==> src/rtl/sco_time_counter.sv <==
// sco_time_counter: 24-hour BCD HH:MM:SS counter driving six 7-segment bytes.
// Optional: define SCO_DP_BLINK_EN to blink the H0/M0 decimal points at 1 Hz.
module sco_time_counter #(
  parameter logic [25:0] CNT_1S_MAX = 26'd49_999_999,
  parameter logic        AUTO_RUN   = 1'b1
) (
  input  logic        clk,
  input  logic        rst_n,
  input  logic        key_run,
  input  logic        key_clr,
  input  logic        ld,
  input  logic [23:0] ld_time,
  output logic        ld_err,
  output logic        tick,
  output logic        running,
  output logic [47:0] dout
);

  logic [25:0] presc;
  logic [23:0] t;
  logic [23:0] t_inc;
  logic        term;
  logic        ld_ok;
  logic        do_clr;
  logic        do_ld;
  logic        bad_ld;
  logic        dp_n;

  function automatic logic [7:0] seg7(input logic [3:0] n);
    logic [7:0] s;
    case (n)
      4'd0:    s = 8'hC0;
      4'd1:    s = 8'hF9;
      4'd2:    s = 8'hA4;
      4'd3:    s = 8'hB0;
      4'd4:    s = 8'h99;
      4'd5:    s = 8'h92;
      4'd6:    s = 8'h82;
      4'd7:    s = 8'hF8;
      4'd8:    s = 8'h80;
      4'd9:    s = 8'h90;
      default: s = 8'hFF;
    endcase
    return s;
  endfunction

  assign term   = running && (presc == CNT_1S_MAX);
  assign do_clr = key_clr;
  assign do_ld  = !key_clr && ld && ld_ok;
  assign bad_ld = !key_clr && ld && !ld_ok;

  always_comb begin
    ld_ok = 1'b1;
    for (int i = 0; i < 6; i++) begin
      if (ld_time[i*4 +: 4] > 4'd9) ld_ok = 1'b0;
    end
    if (ld_time[7:4] > 4'd5) ld_ok = 1'b0;
    if (ld_time[15:12] > 4'd5) ld_ok = 1'b0;
    if (ld_time[23:20] > 4'd2) ld_ok = 1'b0;
    if (ld_time[23:20] == 4'd2 && ld_time[19:16] > 4'd3)
      ld_ok = 1'b0;
  end

  // Ripple the carry digit by digit; hours wrap 23 -> 00.
  always_comb begin
    t_inc = t;
    if (t[3:0] != 4'd9) begin
      t_inc[3:0] = t[3:0] + 4'd1;
    end else begin
      t_inc[3:0] = 4'd0;
      if (t[7:4] != 4'd5) begin
        t_inc[7:4] = t[7:4] + 4'd1;
      end else begin
        t_inc[7:4] = 4'd0;
        if (t[11:8] != 4'd9) begin
          t_inc[11:8] = t[11:8] + 4'd1;
        end else begin
          t_inc[11:8] = 4'd0;
          if (t[15:12] != 4'd5) begin
            t_inc[15:12] = t[15:12] + 4'd1;
          end else begin
            t_inc[15:12] = 4'd0;
            if (t[23:16] == 8'h23) begin
              t_inc[23:16] = 8'h00;
            end else if (t[19:16] == 4'd9) begin
              t_inc[19:16] = 4'd0;
              t_inc[23:20] = t[23:20] + 4'd1;
            end else begin
              t_inc[19:16] = t[19:16] + 4'd1;
            end
          end
        end
      end
    end
  end

`ifdef SCO_DP_BLINK_EN
  localparam logic [26:0] HALF =
    ({1'b0, CNT_1S_MAX} + 27'd1) >> 1;
  assign dp_n = ~(running && ({1'b0, presc} < HALF));
`else
  assign dp_n = 1'b1;
`endif

  always_ff @(posedge clk or negedge rst_n) begin
    if (!rst_n) begin
      presc   <= '0;
      t       <= '0;
      running <= AUTO_RUN;
      tick    <= 1'b0;
      ld_err  <= 1'b0;
    end else begin
      tick   <= 1'b0;
      ld_err <= bad_ld;
      if (key_run) running <= ~running;
      unique case (1'b1)
        do_clr: begin
          t     <= '0;
          presc <= '0;
        end
        do_ld: begin
          t     <= ld_time;
          presc <= '0;
        end
        default: begin
          if (running) presc <= term ? '0 : presc + 26'd1;
          if (term) begin
            t    <= t_inc;
            tick <= 1'b1;
          end
        end
      endcase
    end
  end

  always_ff @(posedge clk or negedge rst_n) begin
    if (!rst_n) begin
      dout <= 48'hC0C0_C0C0_C0C0;
    end else begin
      dout <= {seg7(t[23:20]),
               seg7(t[19:16]) & {dp_n, 7'h7F},
               seg7(t[15:12]),
               seg7(t[11:8]) & {dp_n, 7'h7F},
               seg7(t[7:4]),
               seg7(t[3:0])};
    end
  end

endmodule

==> config.mk <==
export PLATFORM = sky130hd
export DESIGN_NAME = sco_time_counter
export DESIGN_NICKNAME = d
export VERILOG_FILES = /design/src/rtl/sco_time_counter.sv
export SDC_FILE = /design/constraint.sdc
export NUM_CORES = 1
export LEC_CHECK = 0
export CAP_MARGIN = 10
export CORE_MARGIN = 2
export CORE_UTILIZATION = 30
export CTS_CLUSTER_DIAMETER = 100
export DETAILED_ROUTE_END_ITERATION = 10
export PLACE_DENSITY = 0.55
export SLEW_MARGIN = 20
export SYNTH_ARGS = -nofsm -noshare
export SYNTH_HDL_FRONTEND = slang
export SYNTH_SLANG_ARGS = --single-unit
==> constraint.sdc <==
create_clock -name clk -period 4.7 [get_ports clk]
set_input_delay 0.705 -clock clk [delete_from_list [all_inputs] [get_ports clk]]
set_output_delay 0.705 -clock clk [all_outputs]
set_load 0.01 [all_outputs]
==> results of run 1 <==
[per-layer routing]
metal	global-route usage, %	share of wire, %	up-vias
met5	0	0	-
met4	7.22	3.1	0
met3	2.21	4.4	26
met2	22.4	47	111
met1	18.0	46	2054
li1	-	-	2118
[registers in the layout, indices dropped and copies added, names as in the netlist]
register and count:
ld_err 1, tick 1, t 24, running 1, dout 42, presc 26
[path summary, 6_finish.rpt]
path | startpoint | to | slack (ns) | cells after the start
max | ld_time[1] | t[0] | 1.47 | 7
min | rst_n | dout[13] | 0.40 | 1
max reg2reg | presc[11] | t[11] | 1.81 | 6
min reg2reg | presc[1] | presc[1] | 0.56 | 1
max in group asynchronous | rst_n | dout[38] | 3.27 | 2
min in group clk | presc[1] | presc[1] | 0.56 | 1
[layout by cell type (no fill, tap or decap), drive strengths merged, types with 9 or more instances in the layout]
cell / instances
inv: 23
xor2: 15
clkdlybuf4s50: 72
nand4: 11
nand3: 21
nor3: 9
nor2: 73
nand2b: 13
nor4: 9
and3: 11
a21oi: 45
or2: 9
o21ai: 45
dfrtp: 88
clkbuf: 13
ha: 31
nand2: 50
[area by class of cell]
type	count	area, um^2	share of cell area [%]
Clock inverter	3	67.6	1.04
Inverter	24	90.1	1.38
Timing Repair Buffer	76	751	11.5
Sequential cell	95	2390	36.7
Tap cell	225	282	4.33
Clock buffer	13	250	3.85
Multi-Input combinational cell	433	2680	41.2
[stage by stage]
step,cells,worst slack [ns],hold WS [ns]
floorplan,584,2.05,0.409
global placement,853,1.22,0.518
detailed placement,853,1.12,0.537
CTS,869,1.48,0.429
global route,869,1.23,0.455
finish,869,1.47,0.398
[worst max-delay path, delay by kind of cell]
kind	cells	cell delay, ns
buf+inv	1	0.49
simple gates	3	1.26
compound gates	3	0.95
[cell families after synthesis]
kind of cell / count (synthesis) / share of synthesized area, %
multiplexers: 9 / 1.76
AO/OA/AOI/OAI: 133 / 14.9
adder cells (fa/ha/maj): 31 / 7.28
AND/OR/NAND/NOR: 235 / 22.8
XOR/XNOR: 19 / 3.12
buffers and inverters: 56 / 5.35
flip-flops: 95 / 44.8
other: 1 / 0.0704
[power by group]
| part | internal, mW | switching [mW] | leakage [nW] |
|---|---|---|---|
| logic | 0.188 | 0.192 | 1.35 |
| registers | 0.899 | 0.0668 | 1.27 |
| clock network | 0.482 | 0.307 | 0.150 |
| total | 1.57 | 0.566 | 2.77 |
==> reports/metrics.cfg, run 1 <==
[global_routing]
antenna_found_initial = 0
overflow = 0
grt_max_degree = 55
grt_pass1_wl_mm = 20.8
grt_use_total_pct = 13.9
grt_pass1_vias = 4230

[die]
die_h_um = 137
start_util_pct = 30.7
core_area_mm2 = 0.0174
die_x_um = 137
placementRows = 48
pin_count = 80
die_area_mm2 = 0.0188

[clock_network]
insertion_delay_ns = 0.35
clock-root-buffer = clkbuf_16
clockBufferDepth = 2
cts.clk_slew.worst_paths_ns = 0.06
cts.sinks = 95
cts_setup_buffers = 0
postCtsResizedCells = 0
htree_levels = 3
cts_hold_buf = 0
cts_inserted_buffers = 9
cts_tree = done

[timing]
relSlewSlack_pct = 40.9
finalHoldViolations = 0
skew_ns = 0.00730
finalCriticalPeriod_ns = 3.23
max_freq_ghz = 0.310
slew_viol_final = 0
worstMarginPinSlew_ns = 0.878
fin_tns_setup_ns = 0
setup_viol = 0
fin_crit_sh_pct = 68.7
rsz0062_at_grt = false

[route]
route.vias.total = 4309
via_per_inst = 4.96
drc = 0
firstDrtPassIters = 5
drt_wl_total_mm = 12.5
ant_nets = 0
drt_first_iter_violations = 359
wl_per_cell_um = 14.4

[finish]
fillers = 1747
finish.utilization_pct = 37.5
final_layout_size_suffix_gt1_share_pct = 7.45
n_antenna_cell = 0
nNetsFinal = 699
area_growth_syn_to_layout_pct = 22.1
final_cell_area_mm2 = 0.00650

[place]
io_buffers = 73
gp_congestion = 0.844
placed_area_mm2 = 0.00619
hpwlAfterDp_mm = 9.24

[critical_path]
worstSetupPathType = in2reg
cp_max_fo = 24
cp-end-kind = flip-flop
cp-start-kind = primary input
critical_path.most_common_cell = a21oi_1
path_cells = clkdlybuf4s50_1 > o21ai_0 > and4_1 > a21oi_1 > nand2_1 > nor2_1 > a21oi_1
max_stage_delay_ns = 0.69
required_ns = 4.89
slowest_stage = a21oi_1
critical_path_arrival_ns = 3.42

[synth]
synth_edf_count = 0
async_flop_share_pct = 100
synth_top_cell_area_share_pct = 41.3
syn_avg_cell_area_um2 = 9.20
ys_seq_area_share_pct = 44.8
yosys-top-cells-count = 88 x dfrtp_1, 73 x nor2_1, 50 x nand2_1
synth_area_mm2 = 0.00533
yosysUniqueCellTypes = 63
ys.flop_type = dfrtp_1
synth_area_leaders = dfrtp_1 41%, ha_1 7.3%, nor2_1 5.1%, a21oi_1 4.2%, o21ai_0 4.1%
yosysMostFrequentCell = dfrtp_1
synth_warnings = 0
synth.largest_area_cell = dfrtp_1
ys_seq_elements = 95
synth_cells = 579

[outcome]
outcome = completed

[pwr]
vdd_drop_max_v = 0.000174
finalPower_mw = 2.14
power_density_mw_per_mm2 = 328
p_leak_nw = 2.77

[flow_run]
cap_violations = 0

[hold_path]
hp-class = in2async

Power figures use the tool's default switching activity.
==> inputs of run 2 (changes only) <==
==> constraint.sdc (replaced) <==
create_clock -name clk -period 3.3 [get_ports clk]
set_input_delay 0.495 -clock clk [delete_from_list [all_inputs] [get_ports clk]]
set_output_delay 0.495 -clock clk [all_outputs]
set_load 0.01 [all_outputs]
==> run 2 against run 1 <==
  * Critical path type unchanged
  * Clock skew grew 0.0052 ns
  * Count of clock-buffer cells in the layout down 1
  * Worst hold slack got worse by 0.14 ns
==> reports/metrics.cfg, run 2 (synthesis gave the netlist of run 1 again) <==
[critical_path]
crit_buf_inv = 1
max_stage_delay_ns = 0.64
cp-end-kind = flip-flop
path_cells = clkdlybuf4s50_1 > nor4_2 > and4_1 > a21boi_2 > or4_1 > or3_1 > a21oi_1
critical_path_arrival_ns = 2.97
worstSetupPathType = in2reg
cpLargestDelayFamily = simple AND/OR/NAND/NOR gates
r2r-end = t[15]
worstReg2RegStart = presc[16]
endpoint = presc[17]
crit_start = ld_time[15]
required_ns = 3.57
cp_max_fo = 7
crit_cells = 7
r2r_cells = 6
cp-start-kind = primary input
regToRegSetupSlack_ns = 0.67
slowest_stage = or4_1

[global_routing]
overflow = 0
grt_pass1_vias = 4161
grt_use_total_pct = 13.6
grt_pass1_wl_mm = 20.4
antenna_found_initial = 0
grt_max_degree = 64

[place]
dp_slack_ns = 0.242
gp_congestion = 0.837
io_buffers = 73
hpwlAfterDp_mm = 9.17
placed_area_mm2 = 0.00627

[finish]
final_common_cell = dfrtp_1
top_register = dout
area_growth_syn_to_layout_pct = 23.0
n_antenna_cell = 0
fillers = 1709
final_layout_size_suffix_gt1_share_pct = 8.73
largestRegisters = dout: 42 flops, presc: 26 flops, t: 24 flops
final_cell_area_mm2 = 0.00656
finish.utilization_pct = 37.8
largest_reg_flops = 42
nNetsFinal = 709
seqCellArea_mm2 = 0.00239
final_cell_mix = 88 x dfrtp_1, 72 x nor2_1, 72 x clkdlybuf4s50_1
multiInputGateArea_mm2 = 0.00268

[route]
via_per_inst = 4.97
wl_met3_um = 528
route.vias.total = 4367
wl_met2_mm = 6.02
drc = 0
drt_wl_total_mm = 12.5
highest_layer = met4
firstDrtPassIters = 5
ant_nets = 0
wl_per_cell_um = 14.2
drt_first_iter_violations = 371
met1Wirelength_mm = 5.70

[die]
placementRows = 48
core_area_mm2 = 0.0174
die_area_mm2 = 0.0188
die_x_um = 137
pin_count = 80
die_h_um = 137
start_util_pct = 30.7

[timing]
worstMarginPinSlew_ns = 0.814
finalCriticalPeriod_ns = 2.70
setup_viol = 0
fin_tns_setup_ns = 0
slew_viol_final = 0
worst_slack_ns = 0.598
relSlewSlack_pct = 45.7
whs_ns = 0.253
finalHoldViolations = 0
fin_crit_sh_pct = 81.9
max_freq_ghz = 0.370
rsz0062_at_grt = false
skew_ns = 0.0125

[clock_network]
cts.clk_slew.worst_paths_ns = 0.07
clockBufferDepth = 2
cts_inserted_buffers = 9
postCtsResizedCells = 0
cts.sinks = 95
clock-root-buffer = clkbuf_16
cts_setup_buffers = 0
insertion_delay_ns = 0.35
htree_levels = 3
cts_tree = done
cts_hold_buf = 0

[pwr]
power_frac_comb_pct = 18.8
p_int_mw = 2.14
power_density_mw_per_mm2 = 450
switching_share_pct = 27.3
pwr-share-clk_pct = 34.5
vdd_drop_max_v = 0.000238
p_sw_uw = 803
p_leak_nw = 2.80
sequentialPowerShare_pct = 46.7

[flow_run]
cap_violations = 0

[outcome]
outcome = completed

[hold_path]
hp-class = in2async

-- run 2: changes by cell type in the layout (fill, tap and decap cells not counted) --
cell	before	now
clkinvlp_4	1	2
bufinv_16	2	1
buf_4	4	13
clkbuf_8	1	0
buf_12	0	1
-- run 2: worst min path at each step --
| stage | from | endpoint | slack [ns] | depth (start not counted) |
|---|---|---|---|---|
| after CTS | rst_n | dout[17] | 0.28 | 1 |
| after global placement | presc[1] | presc[1] | 0.52 | 1 |
| after floorplan | rst_n | dout[0] | 0.20 | 0 |
| final | rst_n | dout[17] | 0.25 | 1 |
| after detailed placement | presc[1] | presc[1] | 0.54 | 1 |
| after global routing | rst_n | dout[10] | 0.32 | 1 |
-- run 2: cell type report --
type,instances,area share [%]
multi-input combinational,433,40.9
timing repair buffer,86,12.8
inverter,24,1.37
tap,225,4.29
sequential,95,36.4
clock inverter,3,0.687
clock buffer,12,3.61
-- run 2: stage by stage --
| stage | std cells | power (mW) |
|---|---|---|
| 2_1_floorplan | 584 | 1.67 |
| 3_3_place_gp | 863 | 1.95 |
| 3_5_place_dp | 863 | 1.96 |
| 4_1_cts | 878 | 2.99 |
| 5_1_grt | 878 | 3.12 |
| 6_report | 878 | 2.95 |
-- run 2: power by group through the flow --
stage	Clock (mW)	Combinational, mW	Sequential (mW)
floorplan	0	0.272	1.39
global placement	0	0.555	1.39
detailed placement	0	0.563	1.40
CTS	1.05	0.565	1.38
global route	1.11	0.620	1.39
finish	1.02	0.555	1.38
-- run 2: layer usage --
metal	vias to the layer above	track usage, %
li1	2139	-
met1	2113	17.9
met2	99	22.3
met3	16	2.76
met4	0	4.58
met5	-	0
==> inputs of run 3 (changes only) <==
==> constraint.sdc (replaced) <==
create_clock -name clk -period 2.58 [get_ports clk]
set_input_delay 0.387 -clock clk [delete_from_list [all_inputs] [get_ports clk]]
set_output_delay 0.387 -clock clk [all_outputs]
set_load 0.01 [all_outputs]
==> run 3 against run 2 <==
  * Wire length increased by 4.5%
  * Final cell count up 5.1%
  * Clock power rose by 22%
  * Power is 28% higher
  * Sequential share of layout area down 1.8 points
  * Count of clock-buffer cells in the layout is 3 higher
  * Clock skew is 0.0055 ns lower
  * Sequential power is 25% higher
  * Combinational power up 45%
==> reports/metrics.cfg, run 3 (synthesis gave the netlist of run 1 again) <==
[finish]
final_common_cell = dfrtp_1
fillers = 1704
largestRegisters = dout: 42 flops, presc: 26 flops, t: 24 flops
largest_reg_flops = 42
finish.utilization_pct = 39.7
seqCellArea_mm2 = 0.00239
final_cell_mix = 88 x dfrtp_1, 72 x nor2_1, 72 x clkdlybuf4s50_1
area_growth_syn_to_layout_pct = 29.4
nNetsFinal = 752
final_cell_area_mm2 = 0.00689
multiInputGateArea_mm2 = 0.00268
final_layout_size_suffix_gt1_share_pct = 14.2
top_register = dout

[global_routing]
busiest_layer = met2
grtUsageMet3_pct = 2.17
use_met2_pct = 25.1
grt_pass1_vias = 4488
grt_use_total_pct = 14.7
overflow = 0
use_met1_pct = 18.5
grt_max_degree = 42
grt_pass1_wl_mm = 21.8
antenna_found_initial = 0

[critical_path]
cp-start-kind = flip-flop
required_ns = 2.82
regToRegSetupSlack_ns = 0.12
cp-end-kind = flip-flop
cp_max_fo = 7
crit_start = presc[16]
worstSetupPathType = reg2reg
worstReg2RegStart = presc[16]
critical_path_arrival_ns = 2.70

[timing]
finalHoldViolations = 0
skew_ns = 0.00700
setup_viol = 0
finalCriticalPeriod_ns = 2.46
slew_viol_final = 0
rsz0062_at_grt = true
fin_crit_sh_pct = 95.5
max_freq_ghz = 0.406

[die]
die_h_um = 137
die_area_mm2 = 0.0188
die_x_um = 137
start_util_pct = 30.7
pin_count = 80
core_area_mm2 = 0.0174
placementRows = 48

[clock_network]
cts_tree = done
cts.sinks = 95
clock-root-buffer = clkbuf_16
insertion_delay_ns = 0.35
htree_levels = 3
cts.clk_slew.worst_paths_ns = 0.07
cts_inserted_buffers = 9
clockBufferDepth = 2

[route]
route.vias.total = 4512
firstDrtPassIters = 5
drt_wl_total_mm = 13.0
ant_nets = 0
drt_first_iter_violations = 336
wl_per_cell_um = 14.1
via_per_inst = 4.89
drc = 0

[pwr]
p_leak_nw = 3.03
vdd_drop_max_v = 0.000287
power_density_mw_per_mm2 = 547

[place]
hpwlAfterDp_mm = 9.84
io_buffers = 73
gp_congestion = 0.826
placed_area_mm2 = 0.00661

[outcome]
outcome = completed

[flow_run]
cap_violations = 0

[hold_path]
hp-class = in2async

==> run 3: area by class of cell <==
type	count	share of cell area, %
Clock inverter	1	0.0726
Multi-Input combinational cell	433	38.9
Antenna cell	1	0.0363
Clock buffer	15	3.74
Timing Repair Buffer	129	17.2
Inverter	24	1.31
Tap cell	225	4.08
Sequential cell	95	34.6
==> run 3: critical path, stage by stage, from the launching register on <==
cell,delay (ns)
dfrtp_1,0.37
or4b_4,0.55
nor4_4,0.29
nand4_1,0.16
buf_4,0.19
or2_2,0.34
buf_4,0.16
mux2i_1,0.19
o21ai_0,0.10
==> run 3: final timing paths <==
path	end	cells past startpoint
max	t[9]	8
min	dout[13]	2
max reg2reg	t[9]	8
min reg2reg	presc[1]	1
max in group asynchronous	dout[38]	3
min in group clk	presc[1]	1
==> run 3: stage by stage <==
step / TNS, ns / instances / total power, mW / hold slack (ns) / worst slack [ns]
detailed placement: -1.38 / 904 / 2.57 / 0.375 / -0.281
CTS: 0 / 921 / 3.82 / 0.537 / 0.00902
global placement: -0.937 / 904 / 2.55 / 0.366 / -0.175
finish: 0 / 923 / 3.77 / 0.530 / 0.116
floorplan: 0 / 584 / 2.13 / 0.0914 / 0.170
global route: -0.0113 / 922 / 3.98 / 0.584 / -0.0113
==> run 3: repair_timing <==
action,in CTS,in global routing
setup buffers,0,1
endpoints found under the setup margin,0,8
endpoints found under the hold margin,13,0
resized for setup,0,2
hold buffers,1,0
==> run 3: layer usage <==
metal	up-vias	wire length, um
met2	115	6410
met5	-	0
li1	2226	-
met1	2157	5740
met3	14	631
met4	0	233
==> run 3: where the power goes <==
group | leakage, nW | switching (mW) | internal (mW) | total, mW
Combinational | 1.63 | 0.393 | 0.411 | 0.804
Sequential | 1.27 | 0.0946 | 1.64 | 1.73
Clock | 0.128 | 0.555 | 0.681 | 1.24
